===== config.mk =====
export PLATFORM = sky130hd
export DESIGN_NAME = riscv_lsu
export DESIGN_NICKNAME = d
export VERILOG_FILES = /design/src/rtl/riscv_lsu.sv
export SDC_FILE = /design/constraint.sdc
export NUM_CORES = 1
export LEC_CHECK = 0
export ABC_CLOCK_PERIOD_IN_PS = 1600
export BUFFER_PORTS_ARGS = -buffer_cell sky130_fd_sc_hd__buf_2
export CELL_PAD_IN_SITES_DETAIL_PLACEMENT = 1
export CELL_PAD_IN_SITES_GLOBAL_PLACEMENT = 2
export CORE_ASPECT_RATIO = 2
export CORE_UTILIZATION = 24
export CTS_BUF_LIST = sky130_fd_sc_hd__clkbuf_2
export DETAILED_ROUTE_END_ITERATION = 7
export PLACE_DENSITY = 0.83
export SLEW_MARGIN = 20
export SYNTH_ARGS = -nofsm -noshare
export SYNTH_HDL_FRONTEND = slang
export SYNTH_SLANG_ARGS = --single-unit

===== constraint.sdc =====
create_clock -name clk_i -period 1.6 [get_ports clk_i]
set_input_delay 0.4 -clock clk_i [delete_from_list [all_inputs] [get_ports clk_i]]
set_output_delay 0.4 -clock clk_i [all_outputs]
set_load 0.03 [all_outputs]

===== src/rtl/riscv_lsu.sv =====
// Load-store unit: one request/grant/response handshake per memory instruction, stalling the core until it completes.
// Optional macro LSU_MISALIGN_EXC_EN adds lsu_misalign_o and suppresses misaligned requests.
module riscv_lsu #(
   parameter int ADDR_W = 32,
   parameter int DATA_W = 32
) (
   input  logic              clk_i,
   input  logic              arstn_i,
   input  logic              lsu_req_i,
   input  logic              lsu_we_i,
   input  logic [2:0]        lsu_size_i,
   input  logic [ADDR_W-1:0] lsu_addr_i,
   input  logic [DATA_W-1:0] lsu_data_i,
   output logic [DATA_W-1:0] lsu_data_o,
   output logic              lsu_stall_req_o,
`ifdef LSU_MISALIGN_EXC_EN
   output logic              lsu_misalign_o,
`endif
   output logic              data_req_o,
   output logic              data_we_o,
   output logic [3:0]        data_be_o,
   output logic [ADDR_W-1:0] data_addr_o,
   output logic [DATA_W-1:0] data_wdata_o,
   input  logic              data_gnt_i,
   input  logic              data_rvalid_i,
   input  logic [DATA_W-1:0] data_rdata_i
);

   typedef enum logic [1:0] {IDLE = 2'd0, REQ = 2'd1, WAIT = 2'd2} state_e;

   state_e              state_q, state_d;
   logic                req_q, req_d;
   logic                we_q, we_d;
   logic [3:0]          be_q, be_d;
   logic [ADDR_W-1:0]   addr_q, addr_d;
   logic [DATA_W-1:0]   wdata_q, wdata_d;
   logic [2:0]          size_q, size_d;
   logic [1:0]          off_q, off_d;

   logic                misalign;
   logic                issue;
   logic [3:0]          be_calc;
   logic [DATA_W-1:0]   wdata_calc;
   logic [7:0]          byte_sel;
   logic [15:0]         half_sel;

`ifdef LSU_MISALIGN_EXC_EN
   always_comb begin
      misalign = 1'b0;
      unique case (lsu_size_i)
         3'd1, 3'd5: misalign = lsu_addr_i[0];
         3'd2:       misalign = (lsu_addr_i[1:0] != 2'b00);
         default:    misalign = 1'b0;
      endcase
   end
   assign lsu_misalign_o = arstn_i & lsu_req_i & (state_q == IDLE) & misalign;
`else
   assign misalign = 1'b0;
`endif

   assign issue = lsu_req_i & ~misalign;

   always_comb begin
      be_calc    = 4'b1111;
      wdata_calc = lsu_data_i;
      unique case (lsu_size_i)
         3'd0, 3'd4: be_calc = 4'b0001 << lsu_addr_i[1:0];
         3'd1, 3'd5: be_calc = lsu_addr_i[1] ? 4'b1100 : 4'b0011;
         default:    be_calc = 4'b1111;
      endcase
      // BU/HU codes share the B/H replication; all other codes pass rs2 through.
      unique case (lsu_size_i[1:0])
         2'd0:    wdata_calc = {4{lsu_data_i[7:0]}};
         2'd1:    wdata_calc = {2{lsu_data_i[15:0]}};
         default: wdata_calc = lsu_data_i;
      endcase
   end

   // State and datapath registers
   always_ff @(posedge clk_i or negedge arstn_i) begin
      if (!arstn_i) begin
         state_q <= IDLE;
         req_q   <= 1'b0;
         we_q    <= 1'b0;
         be_q    <= 4'b0000;
         addr_q  <= '0;
         wdata_q <= '0;
         size_q  <= 3'd0;
         off_q   <= 2'd0;
      end else begin
         state_q <= state_d;
         req_q   <= req_d;
         we_q    <= we_d;
         be_q    <= be_d;
         addr_q  <= addr_d;
         wdata_q <= wdata_d;
         size_q  <= size_d;
         off_q   <= off_d;
      end
   end

   always_comb begin
      state_d = state_q;
      unique case (state_q)
         IDLE:    if (issue) state_d = REQ;
         REQ:     if (data_gnt_i) state_d = WAIT;
         WAIT:    if (data_rvalid_i) state_d = IDLE;
         default: state_d = IDLE;
      endcase
   end

   always_comb begin
      req_d   = req_q;
      we_d    = we_q;
      be_d    = be_q;
      addr_d  = addr_q;
      wdata_d = wdata_q;
      size_d  = size_q;
      off_d   = off_q;
      unique case (state_q)
         IDLE: begin
            if (issue) begin
               req_d   = 1'b1;
               we_d    = lsu_we_i;
               be_d    = be_calc;
               addr_d  = {lsu_addr_i[ADDR_W-1:2], 2'b00};
               wdata_d = wdata_calc;
               size_d  = lsu_size_i;
               off_d   = lsu_addr_i[1:0];
            end
         end
         REQ:     if (data_gnt_i) req_d = 1'b0;
         default: ;
      endcase
   end

   always_comb begin
      byte_sel = data_rdata_i[7:0];
      unique case (off_q)
         2'd0: byte_sel = data_rdata_i[7:0];
         2'd1: byte_sel = data_rdata_i[15:8];
         2'd2: byte_sel = data_rdata_i[23:16];
         2'd3: byte_sel = data_rdata_i[31:24];
         default: byte_sel = data_rdata_i[7:0];
      endcase
      half_sel = off_q[1] ? data_rdata_i[31:16] : data_rdata_i[15:0];
      unique case (size_q)
         3'd0:    lsu_data_o = {{24{byte_sel[7]}}, byte_sel};
         3'd4:    lsu_data_o = {24'd0, byte_sel};
         3'd1:    lsu_data_o = {{16{half_sel[15]}}, half_sel};
         3'd5:    lsu_data_o = {16'd0, half_sel};
         default: lsu_data_o = data_rdata_i;
      endcase
   end

   // A misaligned request is rejected in IDLE without stalling the core.
   assign lsu_stall_req_o = arstn_i & lsu_req_i
                          & ~((state_q == IDLE) & misalign)
                          & ~((state_q == WAIT) & data_rvalid_i);

   assign data_req_o   = req_q;
   assign data_we_o    = we_q;
   assign data_be_o    = be_q;
   assign data_addr_o  = addr_q;
   assign data_wdata_o = wdata_q;

endmodule


Word level (Yosys, flattened, before mapping)
Cells that the tools add are included.
{"block": "classes", "div_mod_pow": 0, "n_reduce_logical": 11, "mul": 0, "mux": 13, "n_addsub": 0, "n_bitwise": 4, "magnitude_cmp": 0, "shifts": 1, "n_eq_ne": 15}
{"cell": "$pmux 32 s4", "n": 1}
{"cell": "$pmux 32 s2", "n": 1}
{"cell": "$pmux 8 s4", "n": 1}
{"cell": "$mux 16", "n": 1}
{"cell": "$eq 3x3->1 const B", "n": 4}
{"cell": "$pmux 4 s2", "n": 1}
{"cell": "$eq 2x1->1 const B", "n": 3}
{"cell": "$eq 2x2->1 const B", "n": 3}
{"cell": "$eq 3x1->1 const B", "n": 2}
{"cell": "$logic_not 2->1", "n": 3}
{"cell": "$logic_not 3->1", "n": 2}
{"cell": "$mux 2", "n": 3}
{"cell": "$ne 2x2->1 const B", "n": 3}
{"cell": "$pmux 2 s3", "n": 1}
{"cell": "$reduce_and 3->1", "n": 2}
{"cell": "$mux 4", "n": 1}
{"cell": "$reduce_or 2->1", "n": 2}
{"cell": "$shl 1x2->4 const A", "n": 1}
{"cell": "$and 1x1->1", "n": 3}
{"cell": "$mux 1", "n": 2}
{"cell": "$pmux 1 s2", "n": 1}
{"cell": "$reduce_and 2->1", "n": 1}
{"cell": "$reduce_bool 2->1", "n": 1}
{"cell": "$not 1->1", "n": 1}
{"block": "totals", "ramBits": 0, "regBits": 75, "inputBits": 105, "mem_bits_ro": 0, "memories": 0, "latchBits": 0}

Longest topological paths before layout
Gate-level depths: netlist (run 1).
{"block": "depth", "depth_word": 4, "ltp_mapped": 5, "mapped_depth_nobuf": 3}

Least setup slack after synthesis (run 1)
No wires, ideal clock.
{"block": "synth_path", "kind": "register to output", "from": "register size_q[1]", "to": "output port lsu_data_o[6]", "t_required_ps": 1200, "path_slack_ps": -535, "t_arrival_ps": 1735, "stages_incl_launch_ff": 5, "path_buffers": 1, "path_cell_list": "dfrtp_1 > inv_1 > clkbuf_1 > a21oi_1 > a311oi_1"}
{"block": "synth_between", "elab_chain_len": 2, "elab_cells_between_ends": 5, "cone_classes": "3 x eq/ne; 1 x mux; 1 x reduce/logical"}
{"element": "start, declared", "line_no": "37", "text": "logic [2:0] size_q, size_d;"}
{"element": "start signal, assigned", "line_no": "97", "text": "size_q <= size_d;"}
{"element": "$eq 3x3->1 (tied with other cells)", "line_no": "147", "text": "unique case (size_q)"}
{"element": "$pmux 32 s4 *", "line_no": "147"}
{"element": "end, declared", "line_no": "14", "text": "output logic [DATA_W-1:0] lsu_data_o,"}
Every way passes the cells marked *; elsewhere a longest branch is shown, timed or not.

Final worst setup path (run 1)
{"block": "layout_path", "from": "register off_q[1]", "to": "output port lsu_data_o[17]"}
{"block": "layout_between", "elab_chain_len": 3, "elab_cells_between_ends": 7, "cone_classes": "3 x eq/ne; 3 x mux; 1 x reduce/logical"}
{"element": "start, declared", "line_no": "38", "text": "logic [1:0] off_q, off_d;"}
{"element": "start signal, assigned", "line_no": "89", "text": "off_q <= 2'd0;"}
{"element": "start signal, assigned", "line_no": "98", "text": "off_q <= off_d;"}
{"element": "$eq 2x2->1 (tied with other cells)", "line_no": "139", "text": "unique case (off_q)"}
{"element": "$pmux 8 s4", "line_no": "139"}
{"element": "$pmux 32 s4 *", "line_no": "147"}
Marks and branches as above.

==> impl_metrics.env, run 1 <==
export IMPL_grt_ovfl_total=0
export IMPL_drt_initial_drc_count=128
export IMPL_initial_core_util_pct=24.6
export IMPL_critical_path_class="flop to output pin"
export IMPL_async_flop_share_pct=100
export IMPL_via_per_inst=4.92
export IMPL_report_power_total_mw=18.7
export IMPL_status="finished with violations"
export IMPL_synth_top_family_by_area="multiplexers"
export IMPL_vias=4524
export IMPL_post_dp_hpwl_um=12600
export IMPL_ys_ff_latch=75
export IMPL_synth_top_cell_area_share_pct=47.0
export IMPL_slew_viol_final=0
export IMPL_syn2layout_area_growth_pct=97.2
export IMPL_final_cells=919
export IMPL_fp_row_count=66
export IMPL_synth_avg_cell_area_sq_um=10.8
export IMPL_cp_arrival_ns=2.21
export IMPL_synth_compound_area_share_pct=13.3
export IMPL_synth_area_sq_mm=0.00399
export IMPL_dieArea_sq_mm=0.0172
export IMPL_p_per_area_mw_per_mm2=2380
export IMPL_grt_util_met1_pct=16.7
export IMPL_synth_flop_cell="dfrtp_1"
export IMPL_ios=208
export IMPL_synth_seq_area_share_pct=47.0
export IMPL_mostFrequentLayoutCells="104 x buf_6, 103 x buf_2, 102 x buf_4, 73 x dfrtp_1, 49 x mux2_4"
export IMPL_mostFrequentLayoutCell="buf_6"
export IMPL_gp_congestion=0.929
export IMPL_grt_max_degree=76
export IMPL_coreArea_sq_mm=0.0163
export IMPL_synth_cell_types=36
export IMPL_clkTransAtPathRegs_ns=0.22
export IMPL_rsz0062_at_grt="yes"
export IMPL_setup_ws_ns=-1.01
export IMPL_root_buffer="clkbuf_2"
export IMPL_drc_errors=0
export IMPL_use_met3_pct=4.87
export IMPL_cts_tree="built"
export IMPL_groute_usage_overall_pct=20.0
export IMPL_cpPeakStageDelay_ns=0.46
export IMPL_antenna_left=0
export IMPL_violations="setup timing"
export IMPL_muxShareOfSynthArea_pct=25.4
export IMPL_clkLatencyLatePin_ns=0.57
export IMPL_grt_pass1_wl_um=25600
export IMPL_yosys_area_share_simple_pct=8.77
export IMPL_layout_nets=813
export IMPL_utilization_pct=48.4
export IMPL_synth_area_top_cells="dfrtp_1 47%, mux2_2 8.7%, mux2i_1 6.0%, mux2_1 5.4%, a21oi_1 5.1%"
export IMPL_place_inst=812
export IMPL_grt_pass1_vias=4744
export IMPL_gr_max_usage_layer="met2"
export IMPL_finalHoldViolations=0
export IMPL_cp_slowest_cell="dfrtp_1"
export IMPL_ir_worst_vdd_uv=1140
export IMPL_routedWlPerCell_um=22.2
export IMPL_setup_viol=71
export IMPL_synthCells=370
export IMPL_fmaxAchievable_mhz=384
export IMPL_port_buffers=205
export IMPL_firstDrtPassIters=4
export IMPL_endpoint_kind="output pin"
export IMPL_holdWs_ns=0.0603
export IMPL_fin_crit_ns=2.61
export IMPL_numClockSinks=75
export IMPL_finClkSkew_ns=0.0272
export IMPL_worstPathMaxFanout=8
export IMPL_dieWidth_um=93.2
export IMPL_period_share_pct=163
export IMPL_synth_edff_count=0
export IMPL_yosysWarnings=0
export IMPL_fin_tns_setup_ns=-33.43
export IMPL_final_layout_size_suffix_gt1_share_pct=64.5
export IMPL_synth_xor_xnor_area_share_pct=0
export IMPL_grt_use_met2_pct=41.4
export IMPL_hold_class="primary input to flop"
export IMPL_cts_made_buffers=9
export IMPL_cap_violations=0
export IMPL_clk_path_buf_depth=2
export IMPL_htreeDepth=3
export IMPL_total_leakage_power_nw=3.71
export IMPL_die_h_um=184
export IMPL_antenna_found_initial=4
export IMPL_path_cells="buf_12, mux2_4, mux2i_4, clkbuf_16, o22ai_4, buf_6"
export IMPL_startpoint_type="flop"
export IMPL_wirelength_um=20400
export IMPL_synthAdderAreaFrac_pct=0
export IMPL_cp_data_required_time_ns=1.20
export IMPL_synth_area_leader_cell="dfrtp_1"
worst paths after layout:
path | startpoint | to | slack (ns) | cells past startpoint
max | off_q[1]$_DFFE_PN0P_ | lsu_data_o[17] | -1.01 | 6
min | lsu_addr_i[3] | data_addr_o[3]$_DFFE_PN0P_ | 0.06 | 2
max reg2reg | state_q[1]$_DFFE_PN0P_ | data_addr_o[17]$_DFFE_PN0P_ | -0.12 | 5
min reg2reg | size_q[2]$_DFFE_PN0P_ | size_q[2]$_DFFE_PN0P_ | 0.54 | 1
max in group asynchronous | arstn_i | off_q[0]$_DFFE_PN0P_ | 0.80 | 3
min in group asynchronous | arstn_i | data_addr_o[18]$_DFFE_PN0P_ | 0.44 | 3
through the flow:
step	area [sq um]	setup slack, ns
after floorplan	4090	-0.314
after global placement	5750	-0.345
after detailed placement	5750	-0.371
after CTS	6890	-1.07
final	7880	-1.01
after global routing	7880	-1.16
cell usage after synthesis (7+ instances only):
library cell	n
dfrtp_1	75
a21oi_1	41
mux2_2	31
nor2_1	29
nand2_1	28
mux2i_1	24
mux2_1	19
inv_1	13
o21ai_0	12
buf_2	10
nor2b_1	10
clkbuf_1	9
o21ai_1	9
buf_4	8
o221ai_1	8
a311oi_1	7
mux4_2	7
o22ai_1	7
registers in the layout, indices dropped and copies added, names as in the netlist:
signal	cells
off_q	2
data_req_o	1
data_wdata_o	32
size_q	3
data_addr_o	30
data_we_o	1
state_q	2
data_be_o	4
critical path, delay by kind of cell (launching register included):
family / cells / cell delay, ns
buffers and inverters: 3 / 0.55
multiplexers: 2 / 0.55
flip-flops: 1 / 0.46
AO/OA/AOI/OAI: 1 / 0.08
logic make-up (layout without fill, tap and decap cells):
family	Yosys count	after routing
compound gates	89	89
buf+inv	43	385
flops	75	75
mux	84	84
other cells	1	4
simple gates	78	78
per-layer routing:
| metal | vias up | wire length, um | part of all wire [%] |
|---|---|---|---|
| li1 | 2003 | - | - |
| met5 | - | 21 | 0.10 |
| met1 | 2234 | 6410 | 31 |
| met4 | 4 | 1000 | 4.9 |
| met3 | 68 | 1180 | 5.8 |
| met2 | 215 | 11800 | 58 |
power by group:
| group | leakage [nW] | internal, mW | switching, mW | total, mW |
|---|---|---|---|---|
| clock network | 0.0608 | 0.210 | 0.709 | 0.918 |
| registers | 0.861 | 2.85 | 0.835 | 3.68 |
| logic | 2.79 | 6.90 | 7.23 | 14.1 |
what timing repair did:
| action | CTS | global route |
|---|---|---|
| hold buffers | 28 | 0 |
| gates resized for setup | 199 | 120 |
| gates cloned | 0 | 10 |
| pin swaps | 3 | 8 |
| setup buffers | 20 | 31 |
| setup endpoints to repair | 101 | 166 |
| endpoints found under the hold margin | 102 | 0 |
area by class of cell:
cell class,instances,area (sq um)
fill,1758,8390
clock inverter,4,17.5
timing repair buffer,356,3130
antenna,2,5.00
inverter,13,48.8
tap,204,255
multi-input combinational,253,2480
clock buffer,12,60.1
sequential,75,1880
Power figures use the tool's default switching activity.
==> inputs of run 2 (changes only) <==
- PLACE_DENSITY: 0.83 -> not set
- PLACE_DENSITY_LB_ADDON: not set -> 0.25
==> run 2 against run 1 <==
- the flow still finishes with violations (setup timing)
- power down 4.1%
- cell area down 1.3%
- utilization down 0.65 points
- clock skew up 0.0080 ns
- critical endpoint is now lsu_data_o[22]
- highest routed layer is now met4
==> impl_metrics.env, run 2 (synthesis gave the netlist of run 1 again) <==
export IMPL_status="finished with violations"
export IMPL_violations="setup timing"
export IMPL_endpoint_kind="output pin"
export IMPL_startpoint_type="flop"
export IMPL_grt_pass1_wl_um=24600
export IMPL_finalInstanceArea_sq_mm=0.00777
export IMPL_finClkSkew_ns=0.0352
export IMPL_cap_violations=0
export IMPL_antenna_found_initial=1
export IMPL_hold_class="primary input to flop"
export IMPL_initial_core_util_pct=24.6
export IMPL_largest_register_ffs=32
export IMPL_gp_congestion=0.820
export IMPL_htreeDepth=3
export IMPL_vias=4288
export IMPL_place_inst=814
export IMPL_total_leakage_power_nw=3.69
export IMPL_ios=208
export IMPL_setup_viol=61
export IMPL_report_power_total_mw=18.0
export IMPL_dieArea_sq_mm=0.0172
export IMPL_wirelength_um=17400
export IMPL_finalHoldViolations=0
export IMPL_holdWs_ns=0.0703
export IMPL_numClockSinks=75
export IMPL_grt_ovfl_total=0
export IMPL_post_dp_hpwl_um=11700
export IMPL_seqCellArea_sq_mm=0.00188
export IMPL_fmaxAchievable_mhz=384
export IMPL_cp_arrival_ns=2.20
export IMPL_fillers=1794
export IMPL_drc_errors=0
export IMPL_cts_tree="built"
export IMPL_ir_worst_vdd_uv=985
export IMPL_mostFrequentLayoutCell="buf_2"
export IMPL_antenna_left=0
export IMPL_layout_nets=807
export IMPL_multi_input_area_sq_mm=0.00235
export IMPL_p_per_area_mw_per_mm2=2310
export IMPL_syn2layout_area_growth_pct=94.6
export IMPL_die_h_um=184
export IMPL_clk_path_buf_depth=2
export IMPL_worstPathMaxFanout=16
export IMPL_root_buffer="clkbuf_2"
export IMPL_cts_made_buffers=9
export IMPL_dieWidth_um=93.2
export IMPL_fin_crit_ns=2.60
export IMPL_clkTransAtPathRegs_ns=0.24
export IMPL_slew_viol_final=0
export IMPL_period_share_pct=163
export IMPL_drt_initial_drc_count=55
export IMPL_setup_ws_ns=-1.00
export IMPL_firstDrtPassIters=4
export IMPL_final_cells=912
export IMPL_grt_max_degree=76
export IMPL_grt_pass1_vias=4725
export IMPL_via_per_inst=4.70
export IMPL_coreArea_sq_mm=0.0163
export IMPL_utilization_pct=47.8
export IMPL_fp_row_count=66
export IMPL_critical_path_class="flop to output pin"
export IMPL_final_layout_size_suffix_gt1_share_pct=62.4
export IMPL_port_buffers=205
export IMPL_routedWlPerCell_um=19.1
export IMPL_mostFrequentLayoutCells="103 x buf_2, 98 x buf_6, 92 x buf_4, 74 x dfrtp_1, 52 x mux2_4"
export IMPL_place_area_sq_mm=0.00578
export IMPL_groute_usage_overall_pct=19.1
export IMPL_clkLatencyLatePin_ns=0.59
export IMPL_rsz0062_at_grt="yes"
export IMPL_cp_data_required_time_ns=1.20
run 2: cell count changes in the layout (fill, tap and decap cells not counted), moves of 6 or more:
| cell | before | now |
|---|---|---|
| dlygate4sd3_1 | 28 | 35 |
| buf_6 | 104 | 98 |
| buf_4 | 102 | 92 |
| o21ai_1 | 0 | 8 |
| o21ai_4 | 7 | 1 |
| o22ai_4 | 7 | 0 |
| nor2_1 | 17 | 11 |
run 2: cell type report:
type / count / share of cell area, %
Tap cell: 204 / 3.28
Multi-Input combinational cell: 253 / 30.2
Timing Repair Buffer: 350 / 40.1
Clock buffer: 9 / 0.580
Clock inverter: 7 / 1.06
Sequential cell: 75 / 24.2
Antenna cell: 1 / 0.0322
Inverter: 13 / 0.628
run 2: what timing repair did:
item,4_1_cts,5_1_grt
endpoints found under the setup margin,106,164
hold buffers,30,5
pin swaps,7,6
gates resized for setup,223,91
cloned,2,8
endpoints found under the hold margin,104,5
setup buffers,13,27
run 2: metal layers:
layer / wire length (um) / up-vias / global-route usage (%)
met5: 0 / - / 0
met4: 532 / 0 / 8.37
met3: 1000 / 30 / 4.29
met2: 10100 / 162 / 37.8
met1: 5800 / 2117 / 18.1
li1: - / 1979 / -
run 2: final timing paths:
path | cells after the start | slack [ns] | to | start
min reg2reg | 1 | 0.55 | size_q[2]$_DFFE_PN0P_ | size_q[2]$_DFFE_PN0P_
min in group asynchronous | 3 | 0.41 | data_wdata_o[7]$_DFFE_PN0P_ | arstn_i
min | 2 | 0.07 | data_wdata_o[7]$_DFFE_PN0P_ | lsu_data_i[7]
max | 7 | -1.00 | lsu_data_o[22] | off_q[1]$_DFFE_PN0P_
max reg2reg | 6 | -0.08 | data_addr_o[17]$_DFFE_PN0P_ | state_q[0]$_DFFE_PN0P_
max in group asynchronous | 3 | 0.84 | data_wdata_o[2]$_DFFE_PN0P_ | arstn_i
run 2: metrics by stage:
step                      TNS, ns  setup slack [ns]
after floorplan             -7.83            -0.314
after global placement      -8.92            -0.337
after detailed placement   -10.40            -0.389
after CTS                  -33.96             -1.06
after global routing       -40.28             -1.09
final                      -31.92             -1.00
run 2: critical path, stage by stage, from the launching register on:
cell     delay [ns]
dfrtp_1        0.45
buf_6          0.13
mux2_4         0.31
buf_4          0.15
mux2i_4        0.16
buf_12         0.18
o22ai_1        0.08
buf_4          0.18
run 2: where the power goes:
group	switching (mW)	total, mW	leakage [nW]	internal [mW]
clock	0.715	1.21	0.0805	0.499
combinational	6.59	13.1	2.74	6.51
sequential	0.797	3.65	0.863	2.85
